### config.mk
export PLATFORM = sky130hd
export DESIGN_NAME = divider
export DESIGN_NICKNAME = d
export VERILOG_FILES = /design/src/rtl/div_pkg.sv /design/src/rtl/div_step.sv /design/src/rtl/divider.sv
export SDC_FILE = /design/constraint.sdc
export NUM_CORES = 1
export LEC_CHECK = 0
export ABC_AREA = 1
export BUFFER_PORTS_ARGS = -buffer_cell sky130_fd_sc_hd__buf_4
export CAP_MARGIN = 20
export CORE_AREA = 2 2 198 200
export CTS_BUF_LIST = sky130_fd_sc_hd__clkbuf_8
export CTS_CLUSTER_SIZE = 28
export DETAILED_ROUTE_END_ITERATION = 7
export DIE_AREA = 0 0 200 202
export GPL_ROUTABILITY_DRIVEN = 0
export MAX_ROUTING_LAYER = met4
export PLACE_DENSITY = 0.53
export SLEW_MARGIN = 15
export SYNTH_ARGS = -nofsm -noshare
export SYNTH_HDL_FRONTEND = slang
export SYNTH_SLANG_ARGS = --single-unit
### constraint.sdc
create_clock -name clk -period 3 [get_ports clk]
set_input_delay 0.9 -clock clk [delete_from_list [all_inputs] [get_ports clk]]
set_output_delay 0.9 -clock clk [all_outputs]
set_load 0.02 [all_outputs]
### src/rtl/div_pkg.sv
// Shared definitions for the iterative divider: state encoding, default width
// and the fixed accept-to-done latency used by the stall logic.
package div_pkg;

    localparam int DIV_WIDTH   = 32;
    localparam int DIV_LATENCY = DIV_WIDTH + 3;

    typedef enum logic [2:0] {
        IDLE = 3'd0,
        PREP = 3'd1,
        RUN  = 3'd2,
        FIX  = 3'd3,
        DONE = 3'd4
    } div_state_t;

endpackage

### src/rtl/div_step.sv
// One restoring-division step: shift the next dividend bit into the partial
// remainder and subtract the divisor if it fits.
module div_step
    import div_pkg::*;
#(
    parameter int WIDTH = DIV_WIDTH
) (
    input  logic [WIDTH-1:0] rem,
    input  logic             dvd_msb,
    input  logic [WIDTH-1:0] divisor,
    output logic [WIDTH-1:0] next_rem,
    output logic             q_bit
);

    logic [WIDTH:0] shifted;
    logic [WIDTH:0] trial;

    assign shifted = {rem, dvd_msb};
    assign trial   = shifted - {1'b0, divisor};

    // With the shifted top bit set the partial remainder already exceeds any
    // divisor; otherwise the borrow out of the subtract decides.
    assign q_bit    = shifted[WIDTH] | ~trial[WIDTH];
    assign next_rem = q_bit ? trial[WIDTH-1:0] : shifted[WIDTH-1:0];

endmodule

### src/rtl/divider.sv
// Multi-cycle signed/unsigned restoring divider with start/working/done
// handshake. Operands are reduced to magnitudes, divided one bit per cycle,
// and the signs are reapplied before the result registers are loaded.
//
//   state | meaning
//   IDLE  | waiting for div
//   PREP  | form magnitudes and signs, catch divide-by-zero
//   RUN   | one quotient bit per cycle, WIDTH cycles
//   FIX   | reapply signs, load result registers
//   DONE  | one-cycle done pulse, may accept next request
module divider
    import div_pkg::*;
#(
    parameter int WIDTH = DIV_WIDTH
) (
    input  logic             clk,
    input  logic             reset,
    input  logic             div,
    input  logic             sgn,
    input  logic [WIDTH-1:0] a,
    input  logic [WIDTH-1:0] b,
    output logic             working,
    output logic             done,
    output logic             dz,
    output logic [WIDTH-1:0] quotient,
    output logic [WIDTH-1:0] remainder
);

    localparam int              CW   = $clog2(WIDTH);
    localparam logic [CW-1:0]   LAST = CW'(WIDTH - 1);

    div_state_t       state, state_nxt;
    logic [WIDTH-1:0] a_r, b_r;
    logic             sgn_r;
    logic [WIDTH-1:0] dvd, divisor, rem;
    logic             q_sign, r_sign;
    logic [CW-1:0]    count;
    logic [WIDTH-1:0] next_rem;
    logic             q_bit;
    logic             accept;

    assign accept = div && ((state == IDLE) || (state == DONE));

    div_step #(.WIDTH(WIDTH)) u_step (
        .rem      (rem),
        .dvd_msb  (dvd[WIDTH-1]),
        .divisor  (divisor),
        .next_rem (next_rem),
        .q_bit    (q_bit)
    );

    // State register.
    always_ff @(posedge clk) begin
        if (reset) state <= IDLE;
        else       state <= state_nxt;
    end

    // Next-state, working and done decode; working rises combinationally on
    // the accepting cycle so the stall lands in the same cycle as the request.
    always_comb begin
        state_nxt = state;
        working   = 1'b0;
        done      = 1'b0;
        case (state)
            IDLE: begin
                if (div) begin
                    state_nxt = PREP;
                    working   = 1'b1;
                end
            end
            PREP: begin
                working   = 1'b1;
                state_nxt = (b_r == '0) ? DONE : RUN;
            end
            RUN: begin
                working = 1'b1;
                if (count == LAST) state_nxt = FIX;
            end
            FIX: begin
                working   = 1'b1;
                state_nxt = DONE;
            end
            DONE: begin
                done = 1'b1;
                if (div) begin
                    state_nxt = PREP;
                    working   = 1'b1;
                end else begin
                    state_nxt = IDLE;
                end
            end
            default: state_nxt = IDLE;
        endcase
    end

    // Operand capture, iteration datapath and held result registers.
    always_ff @(posedge clk) begin
        if (reset) begin
            a_r       <= '0;
            b_r       <= '0;
            sgn_r     <= 1'b0;
            dvd       <= '0;
            divisor   <= '0;
            rem       <= '0;
            q_sign    <= 1'b0;
            r_sign    <= 1'b0;
            count     <= '0;
            quotient  <= '0;
            remainder <= '0;
            dz        <= 1'b0;
        end else begin
            case (state)
                IDLE, DONE: begin
                    if (accept) begin
                        a_r   <= a;
                        b_r   <= b;
                        sgn_r <= sgn;
                    end
                end
                PREP: begin
                    dvd     <= (sgn_r && a_r[WIDTH-1]) ? -a_r : a_r;
                    divisor <= (sgn_r && b_r[WIDTH-1]) ? -b_r : b_r;
                    rem     <= '0;
                    count   <= '0;
                    q_sign  <= sgn_r & (a_r[WIDTH-1] ^ b_r[WIDTH-1]);
                    r_sign  <= sgn_r & a_r[WIDTH-1];
                    if (b_r == '0) begin
                        quotient  <= '1;
                        remainder <= a_r;
                        dz        <= 1'b1;
                    end
                end
                RUN: begin
                    rem   <= next_rem;
                    dvd   <= {dvd[WIDTH-2:0], q_bit};
                    count <= count + 1'b1;
                end
                FIX: begin
                    quotient  <= q_sign ? -dvd : dvd;
                    remainder <= r_sign ? -rem : rem;
                    dz        <= 1'b0;
                end
                default: ;
            endcase
        end
    end

endmodule

== Word-level counts from Yosys, hierarchy flattened ==
Index checks and enable logic that the tools add are counted.

* Equal/unequal tests: 8
* Add/sub/neg operators: 6
* Bitwise logic cells: 5
* Mux-type cells: 22
* Reductions and logical operators: 13

{| class="wikitable"
|+ Operator list
! cell !! number
|-
| one-hot mux 32 bit (2 select lines) || 4
|-
| 2-to-1 mux 32 bit || 7
|-
| negator 32 bit || 4
|-
| subtractor 33 x 32 -> 33 bit || 1
|-
| zero test 32 bit || 1
|-
| one-hot mux 3 bit (5 select lines) || 1
|-
| one-hot mux 5 bit (2 select lines) || 1
|-
| 2-to-1 mux 3 bit || 3
|-
| equality test 3 x 2 -> 1 bit, second input constant || 2
|-
| != test 2 bit, second input constant || 3
|-
| AND reduction 2 bit || 3
|-
| adder 5 x 1 -> 5 bit, second input constant || 1
|-
| equality test 5 bit, second input constant || 1
|-
| 2-to-1 mux 1 bit || 4
|-
| one-hot mux 1 bit (2 select lines) || 2
|-
| nonzero test 2 bit || 2
|-
| equality test 3 x 1 -> 1 bit, second input constant || 1
|-
| equality test 3 bit, second input constant || 1
|-
| logical AND 1 bit || 3
|-
| zero test 3 bit || 1
|-
| OR reduction 3 bit || 1
|-
| bitwise AND 1 bit || 2
|-
| OR reduction 2 bit || 1
|-
| logical OR 1 bit || 1
|-
| 3 further kinds || 3
|}

* Flip-flop bits (word level): 236
* Bits of input ports: 68
* Output and inout bits: 67

== Depth between registers and ports, before layout ==
Gate-level depths: netlist (run 1).

* Depth in word-level cells: 5
* Depth in mapped cells: 17
* Gate-level depth less buffers: 16

== By module ==
Synthesis (run 1) repeated with hierarchy kept, for this count alone.

* Cell total of the unflattened synthesis: 2,533
* Area total of the unflattened synthesis: 15,519.9 µm²

{| class="wikitable"
|+ Modules (own cells, without submodules)
! module !! area each (µm²) !! cells an instance !! instances
|-
| divider || 12,390.6 || 1,861 || 1
|-
| div_step || 3,129.3 || 672 || 1
|}

== Worst setup path before layout (run 1) ==
No wires, ideal clock.

* Kind: input -> output
* Start point: input div
* End point: output working
* Path buffers: 2
* Stages on the path: 4
* Arrival time: 1.757 ns
* Required time: 2.100 ns
* Path slack: 0.343 ns
* Cells stage by stage: nand2_1 clkbuf_1 buf_1 o211ai_1

* Cells in the longest elaborated chain, start to end: 2

{| class="wikitable"
|+ RTL lines
! item !! line !! source
|-
| start, declared || divider.sv:18 || <nowiki>input logic div,</nowiki>
|-
| 2-to-1 mux 1 bit || divider.sv:66, divider.sv:85 ||
|-
| one-hot mux 1 bit (2 select lines) || divider.sv:64 || <nowiki>case (state)</nowiki>
|-
| end, declared || divider.sv:22 || <nowiki>output logic working,</nowiki>
|}

No other way between the ends.

== Worst setup path after layout (run 1) ==
* Start point: register state[2]
* End point: output working

* Cells in the longest elaborated chain, start to end: 3

{| class="wikitable"
|+ RTL lines
! item !! line !! source
|-
| start, declared || divider.sv:32 || <nowiki>div_state_t state, state_nxt;</nowiki>
|-
| start signal, assigned || divider.sv:55 || <nowiki>else state <= state_nxt;</nowiki>
|-
| equality test 3 x 1 -> 1 bit, or another cell as far along || divider.sv:64 ||
|-
| OR reduction 3 bit (no source line) / OR reduction 2 bit (equally long branches) || - ||
|-
| one-hot mux 1 bit (2 select lines) (*) || divider.sv:64 ||
|}

Mark *: on every way between the ends. The rest lies on a longest branch, timed or not.

==> results.sh, run 1 <==
export IMPL_critPathRequiredTime_ns=2.10
export IMPL_grt_setup_unrepaired="false"
export IMPL_wl_met2_um=22500
export IMPL_arrival_ns=1.88
export IMPL_vias_per_cell=5.11
export IMPL_min_period_ns=2.78
export IMPL_worstHoldPathType="reg2reg"
export IMPL_slew_viol_final=0
export IMPL_syn2layout_area_growth_pct=16.0
export IMPL_htree_levels=2
export IMPL_critPathMaxStageDelay_ns=0.47
export IMPL_cts_resized=0
export IMPL_finish_net_count=2702
export IMPL_die_area_sq_um=40400
export IMPL_max_slew_margin_pct=48.8
export IMPL_period_share_pct=92.6
export IMPL_grt_pass1_vias=14879
export IMPL_synth_top_area_cell="dfxtp_1"
export IMPL_clk_pin_slew_ns=0.06
export IMPL_wl_met1_um=25400
export IMPL_track_usage_pct=26.8
export IMPL_max_cap_violations=0
export IMPL_portBuffers=134
export IMPL_yosysTopAreaCellShare_pct=31.3
export IMPL_grt_ovfl_total=0
export IMPL_power_leakage_nw=8.43
export IMPL_die_x_um=200
export IMPL_drt_first_pass_iters=8
export IMPL_dpl_instance_area_sq_um=16700
export IMPL_top_layer_used="met4"
export IMPL_fin_skew_ns=0.0388
export IMPL_holdBufCountCts=0
export IMPL_drc=0
export IMPL_yosysSeqAreaShare_pct=31.3
export IMPL_ys_ff_latch=236
export IMPL_root_buffer="clkbuf_8"
export IMPL_layout_commonest_cell="nand2_1"
export IMPL_path_class="reg2out"
export IMPL_grt_pass1_wl_um=82200
export IMPL_die_y_um=202
export IMPL_ant_nets=0
export IMPL_postSynthAreaPerCell_sq_um=6.11
export IMPL_row_count=72
export IMPL_crit_chain="nor2_1 -> nand2_1 -> o211ai_1 -> buf_4"
export IMPL_start_util_pct=39.4
export IMPL_yosys_warnings=0
export IMPL_fin_ws_ns=0.221
export IMPL_dp_hpwl_um=40300
export IMPL_io_pins=135
export IMPL_crit_path_start_kind="register"
export IMPL_outcome="complete, no violations"
export IMPL_design_area_sq_um=17500
export IMPL_fmax_ghz=0.360
export IMPL_peakVddDrop_uv=318
export IMPL_core_area_sq_um=38300
export IMPL_power_mw=11.6
export IMPL_layout_common_cells="nand2_1 (645), inv_1 (333), nor2_1 (248)"
export IMPL_synth_distinct_cells=49
export IMPL_fin_setup_tns_ns=0
export IMPL_synth_ff_type="dfxtp_1"
export IMPL_finalSetupViolCount=0
export IMPL_synth_edf_count=0
export IMPL_drtIter0Drc=1092
export IMPL_met3WireLength_um=3040
export IMPL_cts_setup_buffers=0
export IMPL_clkSinkCount=236
export IMPL_worst_path_max_delay_cell="dfxtp_1"
export IMPL_crit_fanout=10
export IMPL_clk_latency_ns=0.63
export IMPL_powerDensity_nw_per_um2=660
export IMPL_synth_area_sq_um=15100
export IMPL_wl_um=52300
export IMPL_grt_max_degree=76
export IMPL_diodes=0
export IMPL_worst_pin_slew_ns=0.767
export IMPL_drive_gt1_share_pct=12.3
export IMPL_clockBufferDepth=3
export IMPL_routedWlPerCell_um=16.6
export IMPL_cts_buffers=44
export IMPL_pre_cts_slack_ns=0.498
export IMPL_hold_viol=0
export IMPL_synth_top_cells_by_area="dfxtp_1 (31%), nand2_1 (16%), inv_1 (7.9%)"
export IMPL_cts_tree="built"
export IMPL_synthArstFlopShare_pct=0
export IMPL_synth_cells=2473
export IMPL_vias=16051
export IMPL_antenna_found_initial=0
export IMPL_endpoint_kind="primary output"
export IMPL_syn_nets=2580
-- cell usage after synthesis, types with 5 or more instances --
library cell / number
o22ai_1: 16
clkbuf_1: 68
o221ai_1: 9
inv_2: 50
clkinv_1: 14
o211ai_2: 8
a21oi_1: 210
buf_2: 8
xor2_1: 22
nor2_1: 248
xnor2_1: 10
o21ai_1: 65
nand2_2: 5
nand3_1: 200
o21ai_0: 147
nand4_1: 23
buf_1: 11
o211ai_1: 12
a31oi_1: 36
ha_1: 38
inv_1: 317
nand3b_1: 6
dfxtp_1: 236
buf_6: 8
nor3_1: 15
nand2_1: 646
-- worst max-delay path, delay by kind of cell, from the launching register on --
kind / cells / cell delay (ns)
buffers and inverters: 1 / 0.19
DFF: 1 / 0.47
AOI/OAI and AO/OA: 1 / 0.18
and+or+nand+nor: 2 / 0.44
-- flip-flops by register name, indices dropped and copies added (netlist names) --
signal	cells
count	5
a_r	32
r_sign	1
state	3
quotient	32
sgn_r	1
rem	32
b_r	32
dz	1
dvd	32
divisor	32
q_sign	1
remainder	32
-- power by group --
| group | internal, mW | leakage [nW] | switching, mW |
|---|---|---|---|
| Sequential | 3.49 | 1.93 | 0.331 |
| Combinational | 1.41 | 6.00 | 3.21 |
| Clock | 1.65 | 0.508 | 1.47 |
| Total | 6.55 | 8.43 | 5.01 |
-- path summary, 6_finish.rpt --
kind	startpoint	to	slack (ns)	cells after the start
min reg2reg	count[4]	count[4]	0.47	2
max	state[2]	working	0.22	4
max reg2reg	dvd[31]	rem[26]	0.44	16
min	count[4]	count[4]	0.47	2
-- final cells by class --
| cell class | count | area, sq um |
|---|---|---|
| fill | 4168 | 20800 |
| multi-input combinational | 1757 | 8500 |
| sequential | 236 | 4720 |
| inverter | 381 | 1430 |
| timing repair buffer | 175 | 1350 |
| clock buffer | 55 | 757 |
| tap | 518 | 648 |
| clock inverter | 22 | 105 |
-- layer usage --
metal,GRT usage (%),up-vias
met5,-,-
met4,7.35,0
met3,3.87,78
met2,40.3,454
met1,37.3,7308
li1,-,8211
-- cells by family after synthesis --
group | after synthesis | synth area share [%]
fa+ha+maj | 39 | 3.28
buf+inv | 480 | 12.5
compound gates | 519 | 18.8
simple gates | 1167 | 32.2
flops | 236 | 31.3
xor+xnor | 32 | 1.86
-- stage by stage --
step / utilization (%) / hold WS (ns) / instances
2_1_floorplan: - / 0.437 / 2473
3_3_place_gp: 43.5 / 0.460 / 3067
3_5_place_dp: 43.5 / 0.465 / 3067
4_1_cts: 45.8 / 0.475 / 3144
5_1_grt: 45.8 / 0.489 / 3144
6_report: 45.8 / 0.469 / 3144
No activity file was read; power rests on OpenSTA's default activity.
==> run 2, diff against run 1 <==
Settings changed: ABC_AREA 1 to 0, CORE_AREA 2 2 198 200 to 2 2 183 185, DIE_AREA 0 0 200 202 to 0 0 185 187.
==> run 2 against run 1 <==
Compared with the run above: core utilization rose by 2.5 points; sequential power shrank 9.2%; clock power grew 3%; final area shrank 9.4%; sequential cell count is the same; global-route usage down 3.0 points; clock skew fell by 0.023 ns; synthesized cell count shrank 34%; non-clock buffer count increased by 59; die area down 14%; maximum frequency shrank 3.3%; critical endpoint is now remainder[29]; highest routed layer unchanged.
==> results.sh, run 2 <==
export IMPL_clockBufferDepth=3
export IMPL_max_cap_violations=0
export IMPL_grt_pass1_vias=11697
export IMPL_dp_hpwl_um=29700
export IMPL_finalSetupViolCount=0
export IMPL_sw_frac_of_total_pct=32.4
export IMPL_critical_path_top_delay_family="simple AND/OR/NAND/NOR gates"
export IMPL_synthArstFlopShare_pct=0
export IMPL_yosysSeqAreaShare_pct=36.7
export IMPL_hold_viol=0
export IMPL_cts_tree="built"
export IMPL_synthTopCellsByCount="nand2_1 (256), dfxtp_1 (236), a21oi_1 (185), nor2_1 (119), clkbuf_1 (99)"
export IMPL_portBuffers=134
export IMPL_grt_max_degree=71
export IMPL_drive_gt1_share_pct=19.7
export IMPL_antenna_found_initial=0
export IMPL_ant_nets=0
export IMPL_grt_ovfl_total=0
export IMPL_final_util_pct=48.3
export IMPL_wl_um=40400
export IMPL_clock_power_share_pct=35.0
export IMPL_power_frac_comb_pct=27.3
export IMPL_root_buffer="clkbuf_8"
export IMPL_slew_viol_final=0
export IMPL_pre_cts_slack_ns=0.0237
export IMPL_synth_distinct_cells=65
export IMPL_finish_net_count=1903
export IMPL_ys_ff_latch=236
export IMPL_arrival_ns=3.30
export IMPL_clkSinkCount=236
export IMPL_min_period_ns=2.87
export IMPL_layout_commonest_cell="nand2_1"
export IMPL_start_util_pct=39.2
export IMPL_diodes=0
export IMPL_worst_path_max_delay_cell="or4_1"
export IMPL_dp_cells=2197
export IMPL_synth_cells=1627
export IMPL_endpoint_kind="register"
export IMPL_path_class="reg2reg"
export IMPL_fin_ws_ns=0.126
export IMPL_finalHoldWorstSlack_ns=0.451
export IMPL_cts_buffers=44
export IMPL_outcome="complete, no violations"
export IMPL_worst_pin_slew_ns=0.938
export IMPL_period_share_pct=95.8
export IMPL_layout_common_cells="nand2_1 (255), dfxtp_1 (236), buf_4 (227)"
export IMPL_finalNonFillerCells=2273
export IMPL_row_count=67
export IMPL_drtIter0Drc=685
export IMPL_track_usage_pct=23.8
export IMPL_die_area_sq_um=34600
export IMPL_routedWlPerCell_um=17.8
export IMPL_holdBufCountCts=0
export IMPL_critPathMaxStageDelay_ns=0.53
export IMPL_vias=12214
export IMPL_clk_latency_ns=0.55
export IMPL_synth_area_sq_um=12900
export IMPL_crit_fanout=5
export IMPL_fmax_ghz=0.348
export IMPL_synth_edf_count=0
export IMPL_syn_nets=1734
export IMPL_crit_path_start_kind="register"
export IMPL_synth_ff_type="dfxtp_1"
export IMPL_design_area_sq_um=15900
export IMPL_internal_power_mw=6.20
export IMPL_crit_chain="or4_1 -> or2_1 -> or3_1 -> or2_1 -> or3_4 -> o31ai_2 -> xor2_1 -> a21oi_1"
export IMPL_yosysMostFrequentCell="nand2_1"
export IMPL_power_leakage_nw=6.35
export IMPL_syn2layout_area_growth_pct=23.3
export IMPL_powerDensity_nw_per_um2=578
export IMPL_vias_per_cell=5.37
export IMPL_synth_top_area_cell="dfxtp_1"
export IMPL_clk_pin_slew_ns=0.06
export IMPL_seqPwrFrac_pct=37.8
export IMPL_drt_first_pass_iters=5
export IMPL_synth_top_cells_by_area="dfxtp_1 (37%), nand2_1 (7.5%), a21oi_1 (7.2%)"
export IMPL_fin_skew_ns=0.0153
export IMPL_yosys_warnings=0
export IMPL_p_switching_mw=2.98
export IMPL_max_slew_margin_pct=37.4
export IMPL_drc=0
export IMPL_grt_pass1_wl_um=64300
export IMPL_peakVddDrop_uv=283
export IMPL_htree_levels=2
export IMPL_core_area_sq_um=32900
export IMPL_io_pins=135
export IMPL_die_y_um=187
export IMPL_cts_setup_buffers=0
export IMPL_yosysTopAreaCellShare_pct=36.7
export IMPL_worstHoldPathType="reg2reg"
export IMPL_path_buf_inv=0
export IMPL_dpl_instance_area_sq_um=14900
export IMPL_die_x_um=185
export IMPL_crit_top_cell="or2_1"
export IMPL_critPathRequiredTime_ns=3.43
export IMPL_postSynthAreaPerCell_sq_um=7.91
## run 2: stage by stage
step	setup TNS (ns)	total power, mW
6_report	0	9.18
3_5_place_dp	0	5.97
2_1_floorplan	0	5.04
3_3_place_gp	0	5.95
4_1_cts	0	9.19
5_1_grt	-0.0441	9.66
## run 2: power by group through the flow
| stage | Clock (mW) | Combinational (mW) | Sequential (mW) |
|---|---|---|---|
| after global placement | 0 | 2.43 | 3.53 |
| after CTS | 3.28 | 2.45 | 3.46 |
| after detailed placement | 0 | 2.44 | 3.53 |
| after floorplan | 0 | 1.53 | 3.51 |
| final | 3.21 | 2.50 | 3.47 |
| after global routing | 3.42 | 2.75 | 3.49 |
## run 2: path summary, 6_finish.rpt
| check | from | end | slack, ns | cells after the start |
|---|---|---|---|---|
| worst max register to register | rem[8] | remainder[29] | 0.13 | 8 |
| worst min register to register | divisor[17] | divisor[17] | 0.45 | 2 |
| worst min-delay path | divisor[17] | divisor[17] | 0.45 | 2 |
| worst max-delay path | rem[8] | remainder[29] | 0.13 | 8 |
## run 2: what timing repair did
action | in CTS | in global routing
setup endpoints to repair | 2 | 42
resized for setup | 1 | 24
pin swaps | 1 | 8
cloned | 0 | 0
hold endpoints to repair | 0 | 0
## run 2: final cells by class
| cell class | count | area (sq um) |
|---|---|---|
| fill | 3384 | 17000 |
| multi-input combinational | 1232 | 7670 |
| sequential | 236 | 4720 |
| timing repair buffer | 234 | 1840 |
| clock buffer | 59 | 812 |
| tap | 448 | 561 |
| inverter | 48 | 180 |
| clock inverter | 16 | 92.6 |
## run 2: cells by family after synthesis
logic type / Yosys count / synth area share [%]
AO/OA/AOI/OAI: 514 / 25.9
XOR/XNOR: 135 / 9.19
adder cells (fa/ha/maj): 39 / 3.85
buffers and inverters: 159 / 4.72
flip-flops: 236 / 36.7
multiplexers: 16 / 1.24
AND/OR/NAND/NOR: 528 / 18.4
## run 2: worst min-delay path: cells and delay by family, from the launching register on
kind	cells	cell delay, ns
AND/OR/NAND/NOR	1	0.05
flip-flops	1	0.30
AO/OA/AOI/OAI	1	0.05
## run 2: per-layer routing
metal / vias up / GRT usage, % / routed length, um
li1: 6162 / - / -
met1: 5626 / 31.6 / 18400
met2: 352 / 37.6 / 18700
met3: 74 / 3.89 / 2540
met4: 0 / 6.38 / 834
met5: - / - / 0
